### src/rtl/text_string_hasher.sv
// Hashes terminator-delimited text strings, issues one table lookup per string
// and hands the lookup result downstream over a valid/ready port.
module text_string_hasher #(
    parameter logic [7:0]  TERM_CODE      = 8'hFF,
    parameter int unsigned MAX_LEN        = 32,
    parameter int unsigned LOOKUP_TIMEOUT = 64,
    parameter logic [15:0] HASH_INIT      = 16'h1505
) (
    input  logic        clk,
    input  logic        rst_n,
    input  logic        byte_valid,
    input  logic [7:0]  byte_data,
    output logic        byte_ready,
    output logic        hash_valid,
    output logic [15:0] hash_in,
    input  logic        lookup_done,
    input  logic        match_found,
    input  logic [7:0]  char_code,
    input  logic [15:0] translation_ptr,
    output logic        res_valid,
    input  logic        res_ready,
    output logic        res_match,
    output logic [7:0]  res_char_code,
    output logic [15:0] res_trans_ptr,
    output logic [5:0]  res_len,
    output logic        res_overflow,
    output logic        res_timeout
);

    localparam int unsigned LEN_W = 6;
    localparam int unsigned TMR_W = $clog2(LOOKUP_TIMEOUT + 1);

    typedef enum logic [1:0] {
        ST_ACCUM,
        ST_ISSUE,
        ST_WAIT,
        ST_RESULT
    } state_t;

    state_t             state;
    logic [15:0]        h;
    logic [LEN_W-1:0]   len;
    logic               ovf;
    logic [TMR_W-1:0]   timer;
    logic [15:0]        h_next_c;
    logic               byte_acc_c;

    // h*33 mod 2^16, then fold in the byte
    assign h_next_c   = 16'((h << 5) + h) ^ {8'h00, byte_data};
    assign byte_acc_c = byte_valid && byte_ready;

    always_ff @(posedge clk or negedge rst_n) begin
        if (!rst_n) begin
            state         <= ST_ACCUM;
            h             <= HASH_INIT;
            len           <= '0;
            ovf           <= 1'b0;
            timer         <= '0;
            byte_ready    <= 1'b0;
            hash_valid    <= 1'b0;
            hash_in       <= '0;
            res_valid     <= 1'b0;
            res_match     <= 1'b0;
            res_char_code <= '0;
            res_trans_ptr <= '0;
            res_len       <= '0;
            res_overflow  <= 1'b0;
            res_timeout   <= 1'b0;
        end else begin
            hash_valid <= 1'b0;
            case (state)
                ST_ACCUM: begin
                    byte_ready <= 1'b1;
                    if (byte_acc_c) begin
                        if (byte_data != TERM_CODE) begin
                            if (32'(len) < MAX_LEN) begin
                                h   <= h_next_c;
                                len <= LEN_W'(len + 1'b1);
                            end else begin
                                ovf <= 1'b1;
                            end
                        end else if (ovf) begin
                            // overlong string: report without a lookup
                            byte_ready    <= 1'b0;
                            res_valid     <= 1'b1;
                            res_overflow  <= 1'b1;
                            res_len       <= LEN_W'(MAX_LEN);
                            res_match     <= 1'b0;
                            res_char_code <= '0;
                            res_trans_ptr <= '0;
                            state         <= ST_RESULT;
                        end else if (len != '0) begin
                            byte_ready <= 1'b0;
                            hash_in    <= h;
                            hash_valid <= 1'b1;
                            timer      <= '0;
                            state      <= ST_ISSUE;
                        end
                    end
                end
                ST_ISSUE: begin
                    timer <= TMR_W'(timer + 1'b1);
                    state <= ST_WAIT;
                end
                ST_WAIT: begin
                    timer <= TMR_W'(timer + 1'b1);
                    if (lookup_done) begin
                        res_valid     <= 1'b1;
                        res_match     <= match_found;
                        res_char_code <= match_found ? char_code : 8'h00;
                        res_trans_ptr <= match_found ? translation_ptr : 16'h0000;
                        res_len       <= len;
                        state         <= ST_RESULT;
                    end else if (32'(timer) == LOOKUP_TIMEOUT - 1) begin
                        res_valid     <= 1'b1;
                        res_timeout   <= 1'b1;
                        res_match     <= 1'b0;
                        res_char_code <= '0;
                        res_trans_ptr <= '0;
                        res_len       <= len;
                        state         <= ST_RESULT;
                    end
                end
                ST_RESULT: begin
                    if (res_ready) begin
                        res_valid     <= 1'b0;
                        res_match     <= 1'b0;
                        res_char_code <= '0;
                        res_trans_ptr <= '0;
                        res_len       <= '0;
                        res_overflow  <= 1'b0;
                        res_timeout   <= 1'b0;
                        h             <= HASH_INIT;
                        len           <= '0;
                        ovf           <= 1'b0;
                        byte_ready    <= 1'b1;
                        state         <= ST_ACCUM;
                    end
                end
                default: state <= ST_ACCUM;
            endcase
        end
    end

endmodule

### config.mk
export PLATFORM = sky130hd
export DESIGN_NAME = text_string_hasher
export DESIGN_NICKNAME = d
export VERILOG_FILES = /design/src/rtl/text_string_hasher.sv
export SDC_FILE = /design/constraint.sdc
export NUM_CORES = 1
export LEC_CHECK = 0
export BUFFER_PORTS_ARGS = -buffer_cell sky130_fd_sc_hd__buf_2
export CAP_MARGIN = 0
export CORE_UTILIZATION = 49
export CTS_CLUSTER_DIAMETER = 120
export DETAILED_ROUTE_END_ITERATION = 10
export HOLD_SLACK_MARGIN = 0.1
export PLACE_DENSITY = 0.86
export SYNTH_ARGS = -nofsm -noshare
export SYNTH_HDL_FRONTEND = slang
export SYNTH_SLANG_ARGS = --single-unit
### constraint.sdc
create_clock -name clk -period 2.05 [get_ports clk]
set_input_delay 0.205 -clock clk [delete_from_list [all_inputs] [get_ports clk]]
set_output_delay 0.205 -clock clk [all_outputs]
set_load 0.01 [all_outputs]
# After elaboration in Yosys (flattened, before gate mapping)
# Index checks and enable logic that the tools add are counted.
# W data, S select, Z words.
totals:
  in_bits: 38
  rom_bits: 0
  latch_bits: 0
  memories: 0
  word_cells: 133
  mem_bits_rw: 0
  reg_bits: 84
op_classes:
  n_div: 0
  n_mux: 76
  bitwise: 3
  eq_ne: 18
  n_reduce_logical: 17
  order_cmp: 1
  shifts: 0
  n_mul: 0
  addsub: 3
ops:
  columns: ["operator", "n"]
  rows:
  - ["$mux W16", 11]
  - ["$mux W8", 7]
  - ["$mux W6", 9]
  - ["$pmux W16 S3", 1]
  - ["$pmux W16 S2", 1]
  - ["$reduce_and A5 Y1", 6]
  - ["$mux W7", 4]
  - ["$mux W1", 25]
  - ["$pmux W8 S3", 1]
  - ["$ne A2 B2 Y1 const B", 11]
  - ["$pmux W6 S3", 1]
  - ["$add A16 B16 Y16", 1]
  - ["$xor A16 B8 Y16", 1]
  - ["$mux W2", 7]
  - ["$pmux W7 S2", 1]
  - ["$pmux W6 S2", 1]
  - ["$ne A8 B8 Y1 const B", 1]
  - ["$pmux W1 S2", 4]
  - ["$pmux W2 S4", 1]
  - ["$add A7 B1 Y7 const B", 1]
  - ["$eq A7 B6 Y1 const B", 1]
  - ["$add A6 B1 Y6 const B", 1]
  - ["$lt A6 B6 Y1 const B", 1]
  - ["$ne A3 B3 Y1 const B", 2]
  - ["13 further kinds", 18]

# Depth between registers and ports, before layout
depth:
  ltp_word: 6
  mapped_depth: 9
  depth_no_buf: 7

# Worst setup path before layout
# OpenSTA, ideal clock, no wires.
synth_path:
  path_kind: "reg2reg"
  from: "register timer[0]"
  to: "register res_char_code[1]"
  arrival_time_ps: 1952
  path_stages_with_launch: 8
  period_less_slack_ps: 2073
  n_path_buf: 2
  setup_slack_ps: -23
  path_cell_list: "dfrtp_1 -> ha_1 -> nand3_1 -> or3_4 -> a2111o_1 -> buf_6 -> buf_2 -> a22o_2"
synth_between:
  elab_chain_cells: 3
synth_lines:
  columns: ["element", "line_no", "text"]
  rows:
  - ["start, declared", "44", "logic [TMR_W-1:0] timer;"]
  - ["start signal, assigned", "102", "timer <= TMR_W'(timer + 1'b1);"]
  - ["start signal, assigned", "106", "timer <= TMR_W'(timer + 1'b1);"]
  - ["$eq A7 B6 Y1", "114", "end else if (32'(timer) == LOOKUP_TIMEOUT - 1) begin"]
  - ["$ne A3 B3 Y1 (no line)", null, null]
  - ["$reduce_and A6 Y1 (no line)", null, null]
  - ["end signal, assigned", "110", "res_char_code <= match_found ? char_code : 8'h00;"]
  - ["end, declared", "23", "output logic [7:0] res_char_code,"]
# Every way passes these cells.
# A chain may end at the register's enable or synchronous reset.

# Worst setup path after layout
layout_path:
  from: "register timer[0]"
  to: "register res_char_code[0]"
# The elaborated chain is that of the path after synthesis.

==> impl_metrics.json <==
{
  "io_buffer_count": 89,
  "worstHoldPathType": "in -> reg",
  "diodes": 0,
  "final_cell_mix": "buf_2 (88), dfrtp_1 (79), a22o_1 (34), buf_4 (28), o21ai_0 (26)",
  "slew_violations": 0,
  "cts_buffers": 9,
  "routed-wl-met3_um": 573,
  "ys.flop_type": "dfrtp_1",
  "final_nets": 557,
  "fmax_mhz": 494,
  "switching_share": 0.400,
  "clk_pin_slew_ns": 0.09,
  "dr.pass1.iters": 4,
  "wl_met1_um": 4190,
  "antenna_left": 0,
  "highest_layer": "met4",
  "grt_max_degree": 49,
  "grt_pass1_vias": 3352,
  "netlist_area_sq_mm": 0.00413,
  "seq_power_share": 0.324,
  "syn-num-nets": 419,
  "vias_per_cell": 5.72,
  "crit_path_start_kind": "flop",
  "final_common_cell": "buf_2",
  "grtUsageTotal": 0.228,
  "gr-total-overflow": 0,
  "path_cells": "ha_2 -> nand3_2 -> or3_4 -> a2111o_1 -> buf_12 -> a22o_2",
  "fin_skew_ns": 0.00486,
  "final_cells": 612,
  "max-clock-path-buffers": 2,
  "status": "finished, final reports clean",
  "std_cell_rows": 33,
  "async_flop_share": 1.00,
  "die_x_um": 93.8,
  "dp_hpwl_um": 6560,
  "finalSetupViolations": 0,
  "p_per_area_mw_per_mm2": 1500,
  "tightest_slew_ns": 0.492,
  "gp_congestion": 0.886,
  "clockPowerShare": 0.181,
  "grt_pass1_wl_um": 15500,
  "die_h_um": 93.8,
  "hold_ws_ns": 0.144,
  "numClockSinks": 84,
  "crit_fanout": 34,
  "irDropWorstVdd_mv": 0.871,
  "clk_latency_ns": 0.36,
  "io_pins": 90,
  "yosysSeqAreaShare": 0.510,
  "critPathCaptureType": "flop",
  "start_util": 0.505,
  "dpl_cell_area_sq_mm": 0.00481,
  "drt-initial-drc-count": 144,
  "via_count": 3500,
  "wl_met2_um": 5080,
  "required_ns": 2.30,
  "drive_gt1_frac": 0.375,
  "crit_arrival_ns": 2.28,
  "core_sq_mm": 0.00818,
  "combPwrFrac": 0.496,
  "hold_viol_final": 0,
  "power_w": 0.00817,
  "ys.warnings.count": 0,
  "drv_cap": 0,
  "fin_area_sq_mm": 0.00545,
  "syn_inst": 364,
  "dieArea_sq_mm": 0.00880,
  "avgRoutedWirePerCell_um": 16.5,
  "wl_um": 10100,
  "finalCritPeriodShare": 0.988,
  "cp_slowest_stage_delay_ns": 0.42,
  "worst_path_max_delay_cell": "a2111o_1",
  "synth.distinct_cells": 52,
  "slew_headroom": 0.672,
  "placedCellCount": 564,
  "root_buffer": "clkbuf_8",
  "critical_path_class": "reg -> reg",
  "h-tree-depth": 3,
  "syn_area_per_cell_sq_um": 11.3,
  "p_leak_nw": 2.70,
  "power.switching_w": 0.00327,
  "intPower_w": 0.00491,
  "final_util": 0.666,
  "drcViolationCount": 0,
  "synth_edf_count": 0,
  "antenna_found_initial": 0,
  "area_growth_pct": 31.9,
  "min_period_ns": 2.02,
  "ys_ff_latch": 84,
  "cts_tree": "done"
}
[timing repair]
| item | 4_1_cts | 5_1_grt |
|---|---|---|
| hold endpoints to repair | 55 | 0 |
| buffers inserted | 1 | 6 |
| resized for setup | 3 | 18 |
| pin swaps | 1 | 7 |
| setup endpoints to repair | 5 | 47 |
| hold buffers | 25 | 0 |
[logic make-up (layout without fill, tap and decap cells)]
group / count (synthesis) / after routing / share of synthesized area
adders and majority gates: 17 / 17 / 0.0533
and+or+nand+nor: 84 / 84 / 0.107
AOI/OAI and AO/OA: 116 / 116 / 0.204
muxes: 22 / 22 / 0.0588
DFF: 84 / 84 / 0.510
xor gates and xnor gates: 11 / 11 / 0.0233
buffers and inverters: 30 / 173 / 0.0439
[cell usage after synthesis (all sizes together) (2+ instances only)]
cell type,count,area share
dfrtp,79,0.48
a22o,39,0.084
o21ai,26,0.032
nand2,24,0.022
mux2,18,0.049
a21oi,17,0.021
ha,16,0.048
nor2,15,0.014
inv,11,0.010
clkbuf,10,0.012
a31oi,9,0.014
nand3,9,0.011
buf,8,0.022
nor2b,7,0.011
nand2b,6,0.0091
xnor2,6,0.013
a21o,5,0.0094
dfstp,5,0.032
xor2,5,0.011
mux2i,4,0.0097
o31ai,4,0.0073
or2,4,0.0061
and3,3,0.0045
nand4,3,0.0061
a211oi,2,0.0036
and2,2,0.0030
and4,2,0.0042
nor3,2,0.0024
nor4,2,0.0030
nor4b,2,0.0042
o2111ai,2,0.0042
o211ai,2,0.0036
o22ai,2,0.0030
[power groups by stage]
stage	Combinational, W	Clock [W]	Sequential, W
after floorplan	0.00250	0	0.00265
after global placement	0.00342	0	0.00263
after detailed placement	0.00358	0	0.00266
after CTS	0.00369	0.00151	0.00263
after global routing	0.00445	0.00156	0.00272
final	0.00405	0.00148	0.00265
[final cells by class]
class / count / area (sq um)
sequential: 84 / 2110
timing repair buffer: 145 / 981
clock inverter: 7 / 128
inverter: 12 / 45.0
clock buffer: 9 / 124
tap: 105 / 131
fill: 609 / 2730
multi-input combinational: 250 / 1930
[through the flow]
step / TNS (ns) / setup slack, ns
6_report: 0 / 0.0253
5_1_grt: -0.108 / -0.0365
4_1_cts: 0 / 0.00911
3_5_place_dp: -0.0611 / -0.0479
3_3_place_gp: 0 / 0.0548
2_1_floorplan: 0 / 0.0144
[per-layer routing]
metal,up-vias,GRT usage
met5,-,0
met1,1717,0.275
met2,134,0.400
met4,0,0.100
li1,1622,-
met3,27,0.0380
[worst max-delay path, delay by kind of cell, from the launching register on]
kind / cells / cell delay, ns
AO/OA/AOI/OAI: 2 / 0.69
adder cells (fa/ha/maj): 1 / 0.20
buffers and inverters: 1 / 0.18
flip-flops: 1 / 0.37
AND/OR/NAND/NOR: 2 / 0.47
[worst paths after layout]
check	startpoint	to	slack, ns	depth (start not counted)
worst max-delay path	timer[0]	res_char_code[0]	0.03	6
worst min-delay path	byte_data[5]	h[5]	0.14	3
worst max register to register	timer[0]	res_char_code[0]	0.03	6
worst min register to register	res_valid	res_valid	0.49	2
max in group asynchronous	rst_n	h[15]	1.09	3
min in group asynchronous	rst_n	timer[5]	0.35	2
[sequential cells by signal, indices dropped and copies added, names as in the netlist, 2 cells and up]
| register | flops |
|---|---|
| state | 2 |
| timer | 7 |
| res_char_code | 8 |
| res_trans_ptr | 16 |
| res_len | 6 |
| hash_in | 16 |
| len | 6 |
| h | 16 |
Note: power is estimated with default switching activity, not from simulation.
